<file path="src/rtl/ctrl_decode_if.sv">
// Handshake bundle between fetch, the LEGv8 decode stage and execute.
// The stage connects through the slave modport; the environment uses master.
interface ctrl_decode_if #(
  parameter int INSN_W  = 32,
  parameter int ALUOP_W = 2
);
  logic               in_valid;
  logic [INSN_W-1:0]  in_instr;
  logic               in_ready;
  logic               flush;
  logic               out_ready;
  logic               out_valid;
  logic [INSN_W-1:0]  out_instr;
  logic               out_uncond_branch;
  logic               out_flag_branch;
  logic               out_zero_branch;
  logic               out_mem_read;
  logic               out_mem_to_reg;
  logic               out_mem_write;
  logic               out_flag_write;
  logic               out_alu_src;
  logic [ALUOP_W-1:0] out_alu_op;
  logic               out_reg_write;
  logic               out_illegal;
  logic               busy;

  modport slave (
    input  in_valid, in_instr, flush, out_ready,
    output in_ready, out_valid, out_instr, out_uncond_branch, out_flag_branch,
           out_zero_branch, out_mem_read, out_mem_to_reg, out_mem_write,
           out_flag_write, out_alu_src, out_alu_op, out_reg_write, out_illegal, busy
  );

  modport master (
    output in_valid, in_instr, flush, out_ready,
    input  in_ready, out_valid, out_instr, out_uncond_branch, out_flag_branch,
           out_zero_branch, out_mem_read, out_mem_to_reg, out_mem_write,
           out_flag_write, out_alu_src, out_alu_op, out_reg_write, out_illegal, busy
  );
endinterface

</file>
<file path="src/rtl/ctrl_decode_stage.sv">
// LEGv8 decode/control stage with a registered ID/EX bundle, load-use bubble,
// multi-cycle MUL hold and a sticky undefined-opcode trap cleared by flush.
module ctrl_decode_stage #(
  parameter int INSN_W     = 32,
  parameter int ALUOP_W    = 2,
  parameter int MUL_CYCLES = 4
) (
  input  logic         clk,
  input  logic         rst,
  ctrl_decode_if.slave bus
);
  localparam int CNT_W  = $clog2(MUL_CYCLES + 1);
  localparam bit MUL_MC = (MUL_CYCLES > 1);

  typedef enum logic [1:0] {RUN = 2'd0, MUL_WAIT = 2'd1, TRAP = 2'd2} state_e;

  typedef struct packed {
    logic               uncond_branch;
    logic               flag_branch;
    logic               zero_branch;
    logic               mem_read;
    logic               mem_to_reg;
    logic               mem_write;
    logic               flag_write;
    logic               alu_src;
    logic [ALUOP_W-1:0] alu_op;
    logic               reg_write;
  } ctrl_t;

  state_e             state, state_nxt;
  logic [CNT_W-1:0]   mul_cnt;
  logic               vld_q;
  logic [INSN_W-1:0]  instr_q;
  ctrl_t              ctrl_q;
  ctrl_t              dec;
  logic               illegal_q;
  logic               in_ready;
  logic               accept;
  logic               hazard;

  logic [10:0] op11;
  logic [9:0]  op10;
  logic [8:0]  op9;
  logic [7:0]  op8;
  logic [5:0]  op6;
  logic is_r, is_flags, is_mul, is_ldur, is_stur, is_imm, is_mov;
  logic is_cbz, is_bcond, is_b, is_undef;

  assign op11 = bus.in_instr[INSN_W-1 -: 11];
  assign op10 = bus.in_instr[INSN_W-1 -: 10];
  assign op9  = bus.in_instr[INSN_W-1 -: 9];
  assign op8  = bus.in_instr[INSN_W-1 -: 8];
  assign op6  = bus.in_instr[INSN_W-1 -: 6];

  // Longest opcode wins: shorter formats are only tried when no 11-bit match.
  always_comb begin
    is_r     = 1'b0;
    is_flags = 1'b0;
    is_mul   = 1'b0;
    is_ldur  = 1'b0;
    is_stur  = 1'b0;
    is_imm   = 1'b0;
    is_mov   = 1'b0;
    is_cbz   = 1'b0;
    is_bcond = 1'b0;
    is_b     = 1'b0;
    is_undef = 1'b0;
    case (op11)
      11'h458, 11'h658, 11'h450, 11'h550: is_r = 1'b1;
      11'h558, 11'h758: begin is_r = 1'b1; is_flags = 1'b1; end
      11'h4D8:          begin is_r = 1'b1; is_mul   = 1'b1; end
      11'h7C2:          is_ldur = 1'b1;
      11'h7C0:          is_stur = 1'b1;
      default: begin
        if (op10 == 10'h244 || op10 == 10'h344)  is_imm   = 1'b1;
        else if (op9 == 9'h1A5 || op9 == 9'h1E5) is_mov   = 1'b1;
        else if (op8 == 8'hB4 || op8 == 8'hB5)   is_cbz   = 1'b1;
        else if (op8 == 8'h54)                   is_bcond = 1'b1;
        else if (op6 == 6'h05)                   is_b     = 1'b1;
        else                                     is_undef = 1'b1;
      end
    endcase
  end

  always_comb begin
    dec               = '0;
    dec.uncond_branch = is_b;
    dec.flag_branch   = is_bcond;
    dec.zero_branch   = is_cbz;
    dec.mem_read      = is_ldur;
    dec.mem_to_reg    = is_ldur;
    dec.mem_write     = is_stur;
    dec.flag_write    = is_flags;
    dec.alu_src       = is_ldur | is_stur | is_imm | is_mov;
    dec.reg_write     = is_r | is_ldur | is_imm | is_mov;
    if (is_r)                   dec.alu_op = ALUOP_W'(2'b10);
    else if (is_imm || is_mov)  dec.alu_op = ALUOP_W'(2'b11);
    else if (is_cbz || is_bcond) dec.alu_op = ALUOP_W'(2'b01);
    else                        dec.alu_op = ALUOP_W'(2'b00);
  end

  // Load-use check against the register the held LDUR is about to write.
  logic       uses_rn, uses_rm, uses_rt;
  logic [4:0] ld_rd;
  assign uses_rn = !(is_b || is_bcond || is_mov);
  assign uses_rm = is_r;
  assign uses_rt = is_stur || is_cbz;
  assign ld_rd   = instr_q[4:0];
  assign hazard  = vld_q && ctrl_q.mem_read && (ld_rd != 5'd31) &&
                   ((uses_rn && bus.in_instr[9:5]   == ld_rd) ||
                    (uses_rm && bus.in_instr[20:16] == ld_rd) ||
                    (uses_rt && bus.in_instr[4:0]   == ld_rd));

  assign accept = bus.in_valid && in_ready;

  always_ff @(posedge clk or posedge rst) begin
    if (rst) state <= RUN;
    else     state <= state_nxt;
  end

  always_comb begin
    state_nxt = state;
    if (bus.flush) begin
      state_nxt = RUN;
    end else begin
      case (state)
        RUN: begin
          if (accept && is_undef)             state_nxt = TRAP;
          else if (accept && is_mul && MUL_MC) state_nxt = MUL_WAIT;
        end
        MUL_WAIT: if (mul_cnt == CNT_W'(1))   state_nxt = RUN;
        TRAP:     state_nxt = TRAP;
        default:  state_nxt = RUN;
      endcase
    end
  end

  always_comb begin
    in_ready = (state == RUN) && !bus.flush && !hazard && (!vld_q || bus.out_ready);
    bus.busy = (state != RUN);
  end

  always_ff @(posedge clk or posedge rst) begin
    if (rst) begin
      vld_q     <= 1'b0;
      instr_q   <= '0;
      ctrl_q    <= '0;
      illegal_q <= 1'b0;
      mul_cnt   <= '0;
    end else if (bus.flush) begin
      vld_q     <= 1'b0;
      illegal_q <= 1'b0;
      mul_cnt   <= '0;
    end else if (accept) begin
      instr_q   <= bus.in_instr;
      ctrl_q    <= dec;
      illegal_q <= is_undef;
      vld_q     <= !is_undef && !(is_mul && MUL_MC);
      mul_cnt   <= (is_mul && MUL_MC) ? CNT_W'(MUL_CYCLES - 1) : '0;
    end else if (state == MUL_WAIT) begin
      // MUL sits in the register with valid low until its latency elapses.
      mul_cnt <= mul_cnt - CNT_W'(1);
      if (mul_cnt == CNT_W'(1)) vld_q <= 1'b1;
    end else if (vld_q && bus.out_ready) begin
      vld_q <= 1'b0;
    end
  end

  assign bus.in_ready          = in_ready;
  assign bus.out_valid         = vld_q;
  assign bus.out_instr         = instr_q;
  assign bus.out_uncond_branch = ctrl_q.uncond_branch;
  assign bus.out_flag_branch   = ctrl_q.flag_branch;
  assign bus.out_zero_branch   = ctrl_q.zero_branch;
  assign bus.out_mem_read      = ctrl_q.mem_read;
  assign bus.out_mem_to_reg    = ctrl_q.mem_to_reg;
  assign bus.out_mem_write     = ctrl_q.mem_write;
  assign bus.out_flag_write    = ctrl_q.flag_write;
  assign bus.out_alu_src       = ctrl_q.alu_src;
  assign bus.out_alu_op        = ctrl_q.alu_op;
  assign bus.out_reg_write     = ctrl_q.reg_write;
  assign bus.out_illegal       = illegal_q;
endmodule

</file>
<file path="src/flat_wrapper.sv">
// flat-port wrapper written by rule: the top's interface ports become plain ports
module ctrl_decode_stage_flat 
#(
  parameter int INSN_W     = 32,
  parameter int ALUOP_W    = 2,
  parameter int MUL_CYCLES = 4
)
  (clk, rst, bus_in_valid, bus_in_instr, bus_flush, bus_out_ready, bus_in_ready, bus_out_valid, bus_out_instr, bus_out_uncond_branch, bus_out_flag_branch, bus_out_zero_branch, bus_out_mem_read, bus_out_mem_to_reg, bus_out_mem_write, bus_out_flag_write, bus_out_alu_src, bus_out_alu_op, bus_out_reg_write, bus_out_illegal, bus_busy);
  ctrl_decode_if #(.INSN_W(INSN_W), .ALUOP_W(ALUOP_W)) bus_i ();
  input  logic clk;
  input  logic rst;
  input wire logic [$bits(bus_i.in_valid)-1:0] bus_in_valid;
  input wire logic [$bits(bus_i.in_instr)-1:0] bus_in_instr;
  input wire logic [$bits(bus_i.flush)-1:0] bus_flush;
  input wire logic [$bits(bus_i.out_ready)-1:0] bus_out_ready;
  output wire logic [$bits(bus_i.in_ready)-1:0] bus_in_ready;
  output wire logic [$bits(bus_i.out_valid)-1:0] bus_out_valid;
  output wire logic [$bits(bus_i.out_instr)-1:0] bus_out_instr;
  output wire logic [$bits(bus_i.out_uncond_branch)-1:0] bus_out_uncond_branch;
  output wire logic [$bits(bus_i.out_flag_branch)-1:0] bus_out_flag_branch;
  output wire logic [$bits(bus_i.out_zero_branch)-1:0] bus_out_zero_branch;
  output wire logic [$bits(bus_i.out_mem_read)-1:0] bus_out_mem_read;
  output wire logic [$bits(bus_i.out_mem_to_reg)-1:0] bus_out_mem_to_reg;
  output wire logic [$bits(bus_i.out_mem_write)-1:0] bus_out_mem_write;
  output wire logic [$bits(bus_i.out_flag_write)-1:0] bus_out_flag_write;
  output wire logic [$bits(bus_i.out_alu_src)-1:0] bus_out_alu_src;
  output wire logic [$bits(bus_i.out_alu_op)-1:0] bus_out_alu_op;
  output wire logic [$bits(bus_i.out_reg_write)-1:0] bus_out_reg_write;
  output wire logic [$bits(bus_i.out_illegal)-1:0] bus_out_illegal;
  output wire logic [$bits(bus_i.busy)-1:0] bus_busy;
  assign bus_i.in_valid = bus_in_valid;
  assign bus_i.in_instr = bus_in_instr;
  assign bus_i.flush = bus_flush;
  assign bus_i.out_ready = bus_out_ready;
  assign bus_in_ready = bus_i.in_ready;
  assign bus_out_valid = bus_i.out_valid;
  assign bus_out_instr = bus_i.out_instr;
  assign bus_out_uncond_branch = bus_i.out_uncond_branch;
  assign bus_out_flag_branch = bus_i.out_flag_branch;
  assign bus_out_zero_branch = bus_i.out_zero_branch;
  assign bus_out_mem_read = bus_i.out_mem_read;
  assign bus_out_mem_to_reg = bus_i.out_mem_to_reg;
  assign bus_out_mem_write = bus_i.out_mem_write;
  assign bus_out_flag_write = bus_i.out_flag_write;
  assign bus_out_alu_src = bus_i.out_alu_src;
  assign bus_out_alu_op = bus_i.out_alu_op;
  assign bus_out_reg_write = bus_i.out_reg_write;
  assign bus_out_illegal = bus_i.out_illegal;
  assign bus_busy = bus_i.busy;
  ctrl_decode_stage #(.INSN_W(INSN_W), .ALUOP_W(ALUOP_W), .MUL_CYCLES(MUL_CYCLES)) u_core (.clk(clk), .rst(rst), .bus(bus_i));
endmodule
</file>
<file path="config.mk">
export PLATFORM = sky130hd
export DESIGN_NAME = ctrl_decode_stage_flat
export DESIGN_NICKNAME = d
export VERILOG_FILES = /design/src/rtl/ctrl_decode_if.sv /design/src/rtl/ctrl_decode_stage.sv /design/src/flat_wrapper.sv
export SDC_FILE = /design/constraint.sdc
export NUM_CORES = 1
export LEC_CHECK = 0
export CORE_MARGIN = 4
export CORE_UTILIZATION = 49
export DETAILED_ROUTE_END_ITERATION = 10
export PLACE_DENSITY = 0.85
export SKIP_CTS_REPAIR_TIMING = 1
export SYNTH_ARGS = -nofsm -noshare
export SYNTH_HDL_FRONTEND = slang
export SYNTH_SLANG_ARGS = --single-unit
export TNS_END_PERCENT = 10
</file>
<file path="constraint.sdc">
create_clock -name clk -period 4.4 [get_ports clk]
set_input_delay 0.88 -clock clk [delete_from_list [all_inputs] [get_ports clk]]
set_output_delay 0.88 -clock clk [all_outputs]
set_load 0.02 [all_outputs]
</file>
==> qor.yml <==
outcome: "finished, final reports clean"
synth-edff-count: 0
drv_slew: 0
drc_errors_left: 0
cts.path.max_buffers: 2
synth_cell_type_count: 44
worst-endpoint-required_ps: 3520
number_of_antenna_violations_at_the_first_check_in_global_routing: 0
timing_worst_setup_path_type: "input pin to output pin"
data_arrival_time_of_the_worst_path_ps: 3200
synth_top_area_share_pct: 49.6
core_area_um2: 4820
final_ant_viol_nets: 0
fin_crit_sh_pct: 92.8
postSynthRegisterBits: 49
setup.worst_path.start: "bus_in_instr[23]"
detail_route.wirelength_mm: 5.70
hold_end: "u_core.bus.out_instr[24]$_DFFE_PP0P_"
floorplan.initialDensity_pct: 51.3
largest_net_degree_at_the_start_of_global_routing: 50
cp-end-kind: "output pin"
maxSlewHeadroom_pct: 33.2
vias_per_cell: 5.22
global_route.usage.total_pct: 19.0
power_density_nw_per_um2: 369
ys_seq_area_share_pct: 49.6
finalHoldViolations: 0
synth_top_cell_by_area: "sky130_fd_sc_hd__dfrtp_1"
cpMaxStageDelayCell: "sky130_fd_sc_hd__or4b_4"
clk_pin_slew_ps: 80
timing.critical_path.cells: "clkdlybuf4s50_1 > or4b_4 > nor3_4 > o21a_1 > nand3_1 > nand2_1 > nor2_1 > clkdlybuf4s50_1"
rows: 25
die_width_um: 79.0
timing.max_cap.violations: 0
cpLargestDelayFamily: "simple AND/OR/NAND/NOR gates"
num-nets-final: 323
skew_ps: 11.0
critical-path-top-cell-by-count: "sky130_fd_sc_hd__clkdlybuf4s50_1"
synth.area.top_cells: "sky130_fd_sc_hd__dfrtp_1, sky130_fd_sc_hd__mux2_2, sky130_fd_sc_hd__xor2_1"
cts_tree: "yes"
worst_path_depth: 8
numPortBuffers: 83
power.total_mw: 1.27
hold_path.startpoint: "u_core.bus.out_instr[24]$_DFFE_PP0P_"
grt_first_pass_wirelength_mm: 9.37
synthesis.yosys.warnings: 0
worst_hold_path.num_cells: 1
rr_startpoint: "u_core.state[0]$_DFFE_PP0P_"
drt_first_iter_violations: 118
grt-busiest-layer: "met2"
fp.dieArea_um2: 6250
syn_inst_count: 199
ios: 84
drive_gt1_share_pct: 22.1
grt_overflow_total: 0
crit_path_buf_inv_count: 2
insertedDiodeCount: 0
path_max_fanout: 5
die-height_um: 79.0
reg2regPathDepth: 5
grt.met2_usage_pct: 31.0
max_clock_freq_ghz: 0.245
worstSetupStartpointType: "input pin"
synth.net_count: 238
first_global_vias: 1897
irDropWorstVdd_mv: 0.234
grt_setup_unrepaired: "false"
tns_ps: 0
grt_util_met1_pct: 25.4
clk-insertion-delay-late_ps: 300
gpl.final_weighted_congestion: 0.896
cts-htree-levels: 2
syn-mean-instance-area_um2: 12.4
first_pass_iters: 4
worst_slew_pin_slew_ps: 1000
drt-wirelength-per-cell_um: 16.2
min_path_type: "register to register"
synthArstFlopShare_pct: 100
crit-reg2reg-capture: "u_core.bus.out_instr[26]$_DFFE_PP0P_"
num-fill-cells: 372
ys.flop_type: "sky130_fd_sc_hd__dfrtp_1"
power_leakage_nw: 1.46
synthToLayoutAreaGrowth_pct: 39.0
slowest_delay_ps: 600
netlist_area_um2: 2470
setup.reg_to_reg.worst_slack_ps: 1930
dp_hpwl_mm: 4.20
grt_use_met3_pct: 5.33
vias: 1836
sink_count_of_the_clock_tree: 49
cts_buffers: 5
setup_viol: 0
finalWorstPathRequiredPeriod_ps: 4080
clockRootBuffer: "sky130_fd_sc_hd__clkbuf_8"
cell usage in the layout (no fill, tap or decap), types with 2 or more instances in the layout:
cell	instances
sky130_fd_sc_hd__nand2_1	11
sky130_fd_sc_hd__clkinv_4	2
sky130_fd_sc_hd__o21ai_0	3
sky130_fd_sc_hd__mux2i_1	2
sky130_fd_sc_hd__xor2_1	10
sky130_fd_sc_hd__nand4_1	3
sky130_fd_sc_hd__mux2_2	39
sky130_fd_sc_hd__clkdlybuf4s50_1	83
sky130_fd_sc_hd__dfrtp_1	49
sky130_fd_sc_hd__o21a_1	3
sky130_fd_sc_hd__o22ai_1	3
sky130_fd_sc_hd__nand2b_1	3
sky130_fd_sc_hd__nand3_1	3
sky130_fd_sc_hd__nor2b_1	4
sky130_fd_sc_hd__inv_1	4
sky130_fd_sc_hd__xnor2_1	7
sky130_fd_sc_hd__nor3_1	4
sky130_fd_sc_hd__mux2_4	4
sky130_fd_sc_hd__o21ai_1	2
sky130_fd_sc_hd__nor2_1	13
sky130_fd_sc_hd__or4b_4	2
sky130_fd_sc_hd__ha_1	2
sky130_fd_sc_hd__clkbuf_8	5
stage by stage:
step	instance area, um2	instances	setup slack [ps]	utilization (%)	hold WS, ps
after floorplan	2470	199	1410	-	462
after global placement	3350	344	350	69.5	477
after detailed placement	3350	344	326	69.5	486
after CTS	3440	352	321	71.4	512
after global routing	3440	352	176	71.4	526
final	3440	352	317	71.4	510
flip-flops by register name, summed over array words and instances (netlist names):
name                          cells
u_core.bus.out_flag_branch        1
u_core.state                      2
u_core.bus.out_alu_src            1
u_core.bus.out_instr             32
u_core.bus.out_reg_write          1
u_core.mul_cnt                    3
u_core.bus.out_mem_read           1
u_core.bus.out_illegal            1
u_core.bus.out_zero_branch        1
u_core.bus.out_alu_op             2
u_core.bus.out_uncond_branch      1
u_core.bus.out_mem_write          1
u_core.bus.out_flag_write         1
u_core.bus.out_valid              1
routing by layer:
metal | wire, um | share of wire, % | up-vias
met5 | 0 | 0 | -
met4 | 53 | 0.93 | 0
met3 | 446 | 7.8 | 5
met2 | 2660 | 47 | 73
met1 | 2540 | 45 | 887
li1 | - | - | 871
cell families after synthesis:
kind of cell | count (synthesis) | synth area share, %
muxes | 45 | 21.0
DFF | 49 | 49.6
adders and majority gates | 2 | 1.01
and+or+nand+nor | 56 | 14.0
xor gates and xnor gates | 17 | 6.02
AOI/OAI and AO/OA | 18 | 4.81
buffers and inverters | 12 | 3.54
power by group:
part,switching [mW],leakage (nW),internal [mW]
clock network,0.156,0.0481,0.113
logic,0.195,0.805,0.234
registers,0.0513,0.611,0.519
Yosys cell counts, drive strengths merged (2+ instances only):
cell type	number
buf	6
dfrtp	49
ha	2
inv	5
mux2	43
mux2i	2
nand2	11
nand2b	3
nand3	3
nand4	3
nand4b	2
nor2	13
nor2b	4
nor3	5
o21a	3
o21ai	5
o22ai	3
or4b	3
xnor2	7
xor2	10
final cells by class:
cell class / count / area [um2] / share of cell area, %
Clock buffer: 5 / 68.8 / 2.00
Clock inverter: 3 / 22.5 / 0.655
Inverter: 5 / 18.8 / 0.546
Multi-Input combinational cell: 138 / 1160 / 33.7
Sequential cell: 49 / 1230 / 35.7
Tap cell: 67 / 83.8 / 2.44
Timing Repair Buffer: 85 / 858 / 25.0
how the worst max path moves through the flow:
stage | endpoint | slack (ps)
3_3_place_gp | bus_in_ready | 350
2_1_floorplan | bus_in_ready | 1410
6_report | bus_in_ready | 320
3_5_place_dp | bus_in_ready | 330
4_1_cts | bus_in_ready | 320
5_1_grt | bus_in_ready | 180
(Power assumes the default switching activity.)
